[config.mk]
export PLATFORM = sky130hd
export DESIGN_NAME = asconp_round_ctrl
export DESIGN_NICKNAME = d
export VERILOG_FILES = /design/src/rtl/asconp_round_ctrl.sv
export SDC_FILE = /design/constraint.sdc
export NUM_CORES = 1
export LEC_CHECK = 0
export BUFFER_PORTS_ARGS = -buffer_cell sky130_fd_sc_hd__clkbuf_2
export CAP_MARGIN = 15
export CORE_AREA = 2 2 512 514
export DETAILED_ROUTE_END_ITERATION = 16
export DIE_AREA = 0 0 514 516
export MAX_ROUTING_LAYER = met4
export PLACE_DENSITY_LB_ADDON = 0.2
export SYNTH_ARGS = -nofsm -noshare
export SYNTH_HDL_FRONTEND = slang
export SYNTH_SLANG_ARGS = --single-unit
[constraint.sdc]
create_clock -name clk_i -period 2.25 [get_ports clk_i]
set_clock_uncertainty 0.1 [all_clocks]
set_input_delay 0.1125 -clock clk_i [delete_from_list [all_inputs] [get_ports clk_i]]
set_output_delay 0.1125 -clock clk_i [all_outputs]
set_load 0.005 [all_outputs]
[src/rtl/asconp_round_ctrl.sv]
// Ascon permutation round sequencer for the LUT-based round datapath.
// Also arbitrates S-box LUT config access against in-flight permutations.
module asconp_round_ctrl #(
  parameter int UROL       = 1,
  parameter int MAX_ROUNDS = 12
) (
  input  logic         clk_i,
  input  logic         rst_n_i,
  input  logic         in_valid_i,
  output logic         in_ready_o,
  input  logic [3:0]   rounds_i,
  input  logic [319:0] state_i,
  output logic         out_valid_o,
  input  logic         out_ready_i,
  output logic [319:0] state_o,
  output logic         err_o,
  output logic [3:0]   perm_round_cnt_o,
  output logic [319:0] perm_x_o,
  input  logic [319:0] perm_x_i,
  input  logic         cfg_req_i,
  output logic         cfg_gnt_o
);

  typedef enum logic [1:0] {
    IDLE,
    RUN,
    DONE
  } fsm_e;

  fsm_e         st_q, st_d;
  logic [319:0] x_q, x_d;
  logic [3:0]   rc_q, rc_d;
  logic         err_q, err_d;
  logic         gnt_q, gnt_d;
  logic         accept;
  logic         legal;
  logic         last;
  logic [4:0]   rc_sum;

  assign in_ready_o = (st_q == IDLE)
                    && !cfg_req_i
                    && !gnt_q;
  assign accept = in_valid_i && in_ready_o;

  assign legal = (rounds_i != 4'd0)
              && (int'(rounds_i) <= MAX_ROUNDS)
              && ((int'(rounds_i) % UROL) == 0);

  // 5-bit sum so the final step to MAX_ROUNDS never wraps
  assign rc_sum = {1'b0, rc_q} + 5'(UROL);
  assign last   = (rc_sum == 5'(MAX_ROUNDS));

  assign out_valid_o      = (st_q == DONE);
  assign state_o          = x_q;
  assign perm_x_o         = x_q;
  assign perm_round_cnt_o = rc_q;
  assign err_o            = err_q;
  assign cfg_gnt_o        = gnt_q;

  always_comb begin
    st_d  = st_q;
    x_d   = x_q;
    rc_d  = rc_q;
    err_d = 1'b0;
    gnt_d = cfg_req_i
         && (gnt_q || (st_q == IDLE));
    unique case (st_q)
      IDLE: begin
        if (accept) begin
          if (legal) begin
            st_d = RUN;
            x_d  = state_i;
            rc_d = 4'(MAX_ROUNDS - int'(rounds_i));
          end else begin
            err_d = 1'b1;
          end
        end
      end
      RUN: begin
        x_d = perm_x_i;
        if (last) begin
          st_d = DONE;
          rc_d = '0;
        end else begin
          rc_d = rc_sum[3:0];
        end
      end
      DONE: begin
        if (out_ready_i) begin
          st_d = IDLE;
          rc_d = '0;
        end
      end
      default: st_d = IDLE;
    endcase
  end

  always_ff @(posedge clk_i or negedge rst_n_i) begin
    if (!rst_n_i) begin
      st_q  <= IDLE;
      x_q   <= '0;
      rc_q  <= '0;
      err_q <= 1'b0;
      gnt_q <= 1'b0;
    end else begin
      st_q  <= st_d;
      x_q   <= x_d;
      rc_q  <= rc_d;
      err_q <= err_d;
      gnt_q <= gnt_d;
    end
  end

endmodule
==> run summary, run 1 <==
Clock Sinks - 328
Max H-tree Level - 2
maximum root-to-sink buffer count - 3
pin count of the biggest net entering global routing - 55
DIE WIDTH - 514 microns
Log Error - [ERROR DRT-0255] Maze Route cannot find path of net perm_x_o[146] in worker of routeBox ( 483000 289800 ) ( 514000 338100 ).
first-pass GRT wire length - 223,800 microns
#FFs+latches synth - 328
Synth Instances - 1,765
Synth cell types - 31
WEP type - register data pin
I/O pin count - 1,297
initial core utilization - 0.06782
worst_ep grt - perm_x_o[159]$_DFFE_PN0P_/D
synthesized cell area - 17,580 sq um
DPL Wire Length - 162,000 microns
synth warn - 0
number of global-route vias before repair - 20,148
last stage reached - detailed routing (5_2_route)
status - aborted with a tool error
PortBufs - 1,296
total CTS buffers - 50
initial antenna violation count - 162
clock root buffer - clkbuf_16
Remaining Overflow, GRT - 0
sequential fraction of the synthesis area - 0.4668
Syn Nets - 2,421
routability-driven placement congestion ratio - 0.9029
Avg Cell Area, Syn - 9.961 sq um
Chip Height - 516 microns
gr usage total - 0.1349
num rows - 187
[routing by layer]
metal,GRT usage
met5,-
met4,0.03770
met3,0.07422
met2,0.2053
met1,0.1512
[Yosys cell counts (all sizes together)]
cell	count	area share
or3	1	0.00036
nand3	3	0.00085
inv	6	0.0013
a31oi	1	0.00036
nand3b	2	0.00085
nand2	322	0.069
and3b	1	0.00050
nor3	2	0.00057
dfrtp	328	0.47
buf	382	0.16
o21ai	324	0.092
nor2b	2	0.00071
a21oi	1	0.00028
xnor2	2	0.0010
a211oi	1	0.00043
mux2i	320	0.18
nor3b	1	0.00071
o21a	1	0.00043
nor4b	1	0.00050
mux2	3	0.0019
clkbuf	44	0.0094
nor2	3	0.00064
o32a	2	0.0011
o41ai	2	0.0010
ha	7	0.0050
o22ai	1	0.00036
or3b	1	0.00064
a41oi	1	0.0016
[through the flow]
step                instance area, sq um  instances  setup slack (ns)  hold slack [ns]  utilization
global route                       35000       6972           0.01396          0.06388       0.1350
CTS                                34660       6878           0.03734         0.007811       0.1337
detailed placement                 26400       6136           0.05735        -0.008772       0.1018
global placement                   26400       6136           0.07162        -0.007740       0.1018
floorplan                          17580       1765            0.2847          -0.2831            -
[what timing repair did]
action	4_1_cts	5_1_grt
hold buffers	651	0
buffers inserted	2	5
resized for setup	6	6
gates cloned	0	2
setup endpoints to repair	1	10
pin swaps	1	1
hold endpoints to repair	652	0
[cell families after synthesis]
| logic type | after synthesis | synth area share |
|---|---|---|
| AOI/OAI and AO/OA | 334 | 0.09778 |
| xor gates and xnor gates | 2 | 0.0009965 |
| adders and majority gates | 7 | 0.004981 |
| buffers and inverters | 432 | 0.1702 |
| DFF | 328 | 0.4668 |
| muxes | 323 | 0.1841 |
| and+or+nand+nor | 339 | 0.07508 |
==> run 2: changes to the inputs <==
--- a/config.mk
+++ b/config.mk
@@ -10,8 +10,7 @@
 export CORE_AREA = 2 2 512 514
 export DETAILED_ROUTE_END_ITERATION = 16
 export DIE_AREA = 0 0 514 516
-export MAX_ROUTING_LAYER = met4
-export PLACE_DENSITY_LB_ADDON = 0.2
+export PLACE_DENSITY_LB_ADDON = 0.15
 export SYNTH_ARGS = -nofsm -noshare
 export SYNTH_HDL_FRONTEND = slang
 export SYNTH_SLANG_ARGS = --single-unit
==> run 2 against run 1 <==
  * The flow now finishes without violations
  * Area after synthesis did not move
  * Synthesized cell count did not move
  * Global-route usage is 1.3 points lower
==> run summary, run 2 <==
routability-driven placement congestion ratio - 0.8612 (-4.6%)
WS Path Type - in -> reg
number of flip-flops in the largest register - 320
Avg Cell Area, Syn - 9.961 sq um (unchanged)
number of global-route vias before repair - 20,243 (+0.47%)
share of cells above drive strength 1 - 0.4287
maximum clock frequency - 0.4445 GHz
dpl cell area - 26,500 sq um (+0.38%)
critical path's slowest cell - dlygate4sd3_1
clock root buffer - clkbuf_16
#FFs+latches synth - 328 (unchanged)
DIE WIDTH - 514 microns (unchanged)
ys flop type - dfrtp_1
Setup-failing EPs final - 0
num rows - 187 (unchanged)
Synth top area share - 0.4668 (unchanged)
via count - 19,741
Filler Cell Count - 29,648
crit end category - flip-flop
most frequent CP cell - dlygate4sd3_1
antenna-violating nets left - 0
commonest cells after routing, fill and taps aside - 1,295 x clkbuf_2, 650 x dlygate4sd3_1, 328 x dfrtp_1
worst vdd ir - 0.5104 mV
synthesized cell area - 17,580 sq um (unchanged)
asr flop ratio synth - 1.000 (unchanged)
Slew Viols, Final - 0
initial core utilization - 0.06782 (unchanged)
Vias per Instance - 2.850
Setup crit start kind - primary input
top cells by count, synth - 352 x buf_4, 328 x dfrtp_1, 322 x nand2_1
Post-synth EDFFs - 0 (unchanged)
PortBufs - 1,296 (unchanged)
final period utilization - 1.000
area leader, netlist - dfrtp_1
Chip Height - 516 microns (unchanged)
Area contributors post-synth - dfrtp_1 47%, mux2i_1 18%, buf_4 15%
Remaining Overflow, GRT - 0 (unchanged)
pwr dens - 1361 nW/um^2
status - finished, final reports clean
Hold Crit Class - in -> reg
power consumption - 0.04754 W
Layout Nets - 4,105
first-iteration detailed-routing DRC count - 901
CP Data Arrival Time - 2.73 ns
mean routed wirelength per cell - 24.49 microns
ordered cell list for the critical path - dlygate4sd3_1 > clkbuf_2 > inv_1 > ha_2 > or3b_4 > dlygate4sd3_1 > a21oi_2 > dlygate4sd3_1
Synth Instances - 1,765 (unchanged)
max-cap viol count - 0
Inst Count DP - 6,141 (+0.081%)
Finished Layout Cells - 6,927
relative slew slack - 0.6055
maximum fanout along the worst path - 3
DPL Wire Length - 147,800 microns (-8.7%)
Lkg Pwr - 16.91 nW
Synth cell types - 31 (unchanged)
post-route cell area - 34,920 sq um
CP max stage delay - 0.59 ns
first-pass GRT wire length - 212,200 microns (-5.2%)
routed wire length - 169,700 microns
total CTS buffers - 48 (-4.0%)
Clock Sinks - 328 (unchanged)
Area growth syn-to-layout - 98.63%
clock slew at reported path FFs - 0.06 ns
RSZ-0062 raised after global routing - no
synth warn - 0 (unchanged)
Syn Nets - 2,421 (unchanged)
CTS tree - yes
Least-Margin Pin Slew - 0.5918 ns
core box area - 259,200 sq um
most numerous cell in the Yosys netlist - buf_4
gr usage total - 0.1222 (-0.01273)
Pre-antenna DRT Iters - 5
Die Area - 265,200 sq um
Post-Route Setup TNS - 0 ns
I/O pin count - 1,297 (unchanged)
post-layout util - 0.1347
commonest non-fill, non-tap cell in the layout - clkbuf_2
sequential fraction of the synthesis area - 0.4668 (unchanged)
Remaining DRCs - 0
pin count of the biggest net entering global routing - 49 (-11%)
min Tclk post-route - 2.250 ns
Max H-tree Level - 2 (unchanged)
endpoints failing hold - 0
initial antenna violation count - 110 (-32%)
Clock Latency Late Sink - 0.64 ns
data required time of the worst path - 2.73 ns
maximum root-to-sink buffer count - 3 (unchanged)
[run 2: cell counts after synthesis]
Identical to the previous run, type by type.
[run 2: cell type report]
cell class / count / area [sq um] / area share
multi-input combinational: 1005 / 6407 / 0.1835
timing repair buffer: 2060 / 14280 / 0.4090
sequential: 328 / 8208 / 0.2350
clock buffer: 74 / 1420 / 0.04066
antenna: 38 / 95.09 / 0.002723
clock inverter: 14 / 231.5 / 0.006628
tap: 3402 / 4257 / 0.1219
inverter: 6 / 22.52 / 0.0006449
[run 2: logic make-up (layout without fill, tap and decap cells)]
logic type | count (synthesis) | in the layout | share of synthesized area
XOR/XNOR | 2 | 2 | 0.0009965
multiplexers | 323 | 323 | 0.1841
other | 0 | 38 | 0
flip-flops | 328 | 328 | 0.4668
AO/OA/AOI/OAI | 334 | 334 | 0.09778
AND/OR/NAND/NOR | 339 | 339 | 0.07508
buffers and inverters | 432 | 2154 | 0.1702
adder cells (fa/ha/maj) | 7 | 7 | 0.004981
[run 2: stage by stage]
stage	setup slack, ns	hold WS [ns]
after global placement	0.06614	0.05084
after floorplan	0.2847	-0.2831
after detailed placement	0.04011	0.07382
final	0.00006328	0.1788
after CTS	0.02393	0.08216
after global routing	0.03399	0.1440
[run 2: final timing paths]
kind	startpoint	end	slack, ns	depth (start not counted)
setup / recovery	rounds_i[0]	err_o	0.00006	8
hold / removal	perm_x_i[276]	perm_x_o[276]	0.18	4
setup reg to reg	st_q[1]	perm_x_o[156]	0.16	6
hold reg to reg	perm_x_o[319]	perm_x_o[319]	0.41	2
max in group asynchronous	rst_n_i	perm_x_o[171]	1.40	3
min in group asynchronous	rst_n_i	perm_x_o[43]	0.29	3
[run 2: critical path, delay by kind of cell]
kind,cells,cell delay (ns)
AOI/OAI and AO/OA,1,0.12
and+or+nand+nor,1,0.41
adders and majority gates,1,0.20
buffers and inverters,5,1.87
[run 2: per-layer routing]
metal  up-vias  GRT usage  wire length, microns
li1       9087          -                     -
met2      1104     0.1860                 72580
met1      9252     0.1465                 69820
met4        64    0.03621                  5088
met5         -          0                   434
met3       234    0.06660                 21750
[run 2: where the power goes]
part	internal, W	switching (W)	leakage (nW)
logic	0.0107	0.0159	12.0
clock network	0.00500	0.00335	0.811
registers	0.00891	0.00367	4.06
total	0.0246	0.0229	16.9
[run 2: timing repair]
item / CTS / global route
buffers inserted: 0 / 7
cloned: 0 / 2
setup endpoints to repair: 1 / 97
gates resized for setup: 1 / 7
hold endpoints to repair: 656 / 0
hold buffers: 651 / 0
Note: power is estimated with default switching activity, not from simulation.
==> run 3: changes to the inputs <==
==> constraint.sdc (replaced) <==
create_clock -name clk_i -period 2.4 [get_ports clk_i]
set_clock_uncertainty 0.1 [all_clocks]
set_input_delay 0.12 -clock clk_i [delete_from_list [all_inputs] [get_ports clk_i]]
set_output_delay 0.12 -clock clk_i [all_outputs]
set_load 0.005 [all_outputs]
==> run 3 against run 2 <==
  * Power is 5.3% lower
  * Global-route usage is 0.11 points lower
  * Cell count is 0.38% lower
  * Via count is 1.0% lower
  * Register-to-register slack worse by 0.02 ns
  * Critical path depth is 2 lower
  * Worst setup slack better by 0.14 ns
  * Cell area is 0.29% lower
  * Critical endpoint is now perm_x_o[111]
==> run summary, run 3 (same netlist as run 2, synthesis figures left out) <==
status - finished, final reports clean
total CTS buffers - 50 (+4.2%)
Remaining Overflow, GRT - 0 (unchanged)
number of global-route vias before repair - 19,763 (-2.4%)
clock slew at reported path FFs - 0.06 ns (about the same)
pin count of the biggest net entering global routing - 66 (+35%)
RSZ-0062 raised after global routing - no
Setup crit start kind - flip-flop
Least-Margin Pin Slew - 0.4802 ns (-0.1116 ns)
CP max stage delay - 0.59 ns (about the same)
ordered cell list for the critical path - inv_2 > ha_4 > buf_16 > mux2i_2 > dlygate4sd3_1 > o21ai_1
critical path's slowest cell - dlygate4sd3_1
initial antenna violation count - 108 (-1.8%)
Clock Latency Late Sink - 0.65 ns (about the same)
maximum fanout along the worst path - 59 (+56)
core box area - 259,200 sq um (unchanged)
WP buf/inv - 3 (-2)
endpoints failing hold - 0 (unchanged)
Finished Layout Cells - 6,901 (-0.38%)
I/O pin count - 1,297 (unchanged)
data required time of the worst path - 2.84 ns (+0.11 ns)
DPL Wire Length - 147,100 microns (-0.48%)
Clock Sinks - 328 (unchanged)
Die Area - 265,200 sq um (unchanged)
maximum root-to-sink buffer count - 3 (unchanged)
WS Path Type - reg -> reg
Layout Nets - 4,088 (-0.41%)
Vias per Instance - 2.832 (-0.62%)
DIE WIDTH - 514 microns (unchanged)
clock root buffer - clkbuf_16
Post-Route Setup TNS - 0 ns (unchanged)
largest delay contributor family on the critical path - buffers and inverters
CP Data Arrival Time - 2.71 ns (-0.02 ns)
min Tclk post-route - 2.263 ns
Hold Crit Class - in -> async
Area growth syn-to-layout - 98.05%
routed wire length - 170,500 microns (+0.47%)
worst vdd ir - 0.5906 mV (+16%)
crit end category - flip-flop
antenna-violating nets left - 0 (unchanged)
max-cap viol count - 0 (unchanged)
minimum hold slack - 0.08372 ns (-0.09504 ns)
Max H-tree Level - 2 (unchanged)
Lkg Pwr - 16.84 nW (-0.42%)
routability-driven placement congestion ratio - 0.8667 (+0.64%)
gr usage total - 0.1211 (-0.001104)
num rows - 187 (unchanged)
first-pass GRT wire length - 209,700 microns (-1.2%)
pwr dens - 1293 nW/um^2 (-5.0%)
FF-to-FF setup slack - 0.14 ns (-0.02 ns)
maximum clock frequency - 0.4418 GHz
post-layout util - 0.1343 (-0.0003960)
commonest non-fill, non-tap cell in the layout - clkbuf_2
Setup-failing EPs final - 0 (unchanged)
Pre-antenna DRT Iters - 5 (unchanged)
Chip Height - 516 microns (unchanged)
Remaining DRCs - 0 (unchanged)
initial core utilization - 0.06782 (unchanged)
number of flip-flops in the largest register - 320 (unchanged)
final period utilization - 0.9430
mean routed wirelength per cell - 24.70 microns (+0.85%)
Slew Viols, Final - 0 (unchanged)
Inst Count DP - 6,124 (-0.28%)
PortBufs - 1,296 (unchanged)
CTS tree - yes
via count - 19,544 (-1.0%)
relative slew slack - 0.6799 (+0.07443)
commonest cells after routing, fill and taps aside - 1,295 x clkbuf_2, 650 x dlygate4sd3_1, 328 x dfrtp_1
share of cells above drive strength 1 - 0.4267 (-0.002019)
first-iteration detailed-routing DRC count - 903 (+0.22%)
-- run 3: changes by cell type in the layout (fill, tap and decap cells not counted), sizes merged --
cell,change
clkinv,+2
clkbuf,+1
buf,-21
bufinv,-4
diode,-5
clkinvlp,+1
-- run 3: per-layer routing --
layer	wire length (microns)	global-route usage	vias up	part of all wire
li1	-	-	9051	-
met5	495	0	-	0.0029
met3	22870	0.07221	234	0.13
met1	69070	0.1428	9075	0.41
met2	72700	0.1828	1108	0.43
met4	5332	0.03520	76	0.031
-- run 3: what timing repair did --
| item | 4_1_cts | 5_1_grt |
|---|---|---|
| hold endpoints to repair | 656 | 0 |
| hold buffers | 651 | 0 |
| setup buffers | 0 | 3 |
| resized for setup | 1 | 11 |
| cloned | 0 | 4 |
| pin swaps | 0 | 0 |
| endpoints found under the setup margin | 1 | 52 |
-- run 3: worst reg2reg max path: stages (launching register included) --
cell and delay [ns]:
dfrtp_1 0.42, inv_2 0.11, ha_4 0.20, buf_16 0.34, mux2i_2 0.34, dlygate4sd3_1 0.59
o21ai_1 0.06
-- run 3: path summary, 6_finish.rpt --
check,from,end,cells past startpoint
worst min-delay path,rst_n_i,perm_x_o[66],3
worst min register to register,perm_x_o[293],perm_x_o[293],2
max in group asynchronous,rst_n_i,perm_round_cnt_o[2],4
min in group clk_i,perm_x_i[67],perm_x_o[67],4
worst max-delay path,st_q[1],perm_x_o[111],6
worst max register to register,st_q[1],perm_x_o[111],6
-- run 3: metrics by stage --
step,power (W),setup slack [ns],cell area (sq um)
6_report,0.04502,0.1367,34820
2_1_floorplan,0.02331,0.4347,17580
4_1_cts,0.04600,0.03334,34550
5_1_grt,0.04882,0.01496,34780
3_3_place_gp,0.03619,0.1710,26410
3_5_place_dp,0.03624,0.1307,26410
-- run 3: layout make-up --
| cell class | count | area (sq um) |
|---|---|---|
| Fill cell | 29581 | 224400 |
| Clock inverter | 13 | 147.6 |
| Tap cell | 3402 | 4257 |
| Antenna cell | 33 | 82.58 |
| Timing Repair Buffer | 2041 | 14220 |
| Inverter | 6 | 22.52 |
| Clock buffer | 73 | 1468 |
| Sequential cell | 328 | 8208 |
| Multi-Input combinational cell | 1005 | 6416 |
-- run 3: report_power, final --
part	leakage [nW]	internal [W]	total (W)	switching, W
logic	12.0	0.0105	0.0257	0.0152
clock network	0.799	0.00442	0.00764	0.00321
registers	4.06	0.00836	0.0117	0.00337
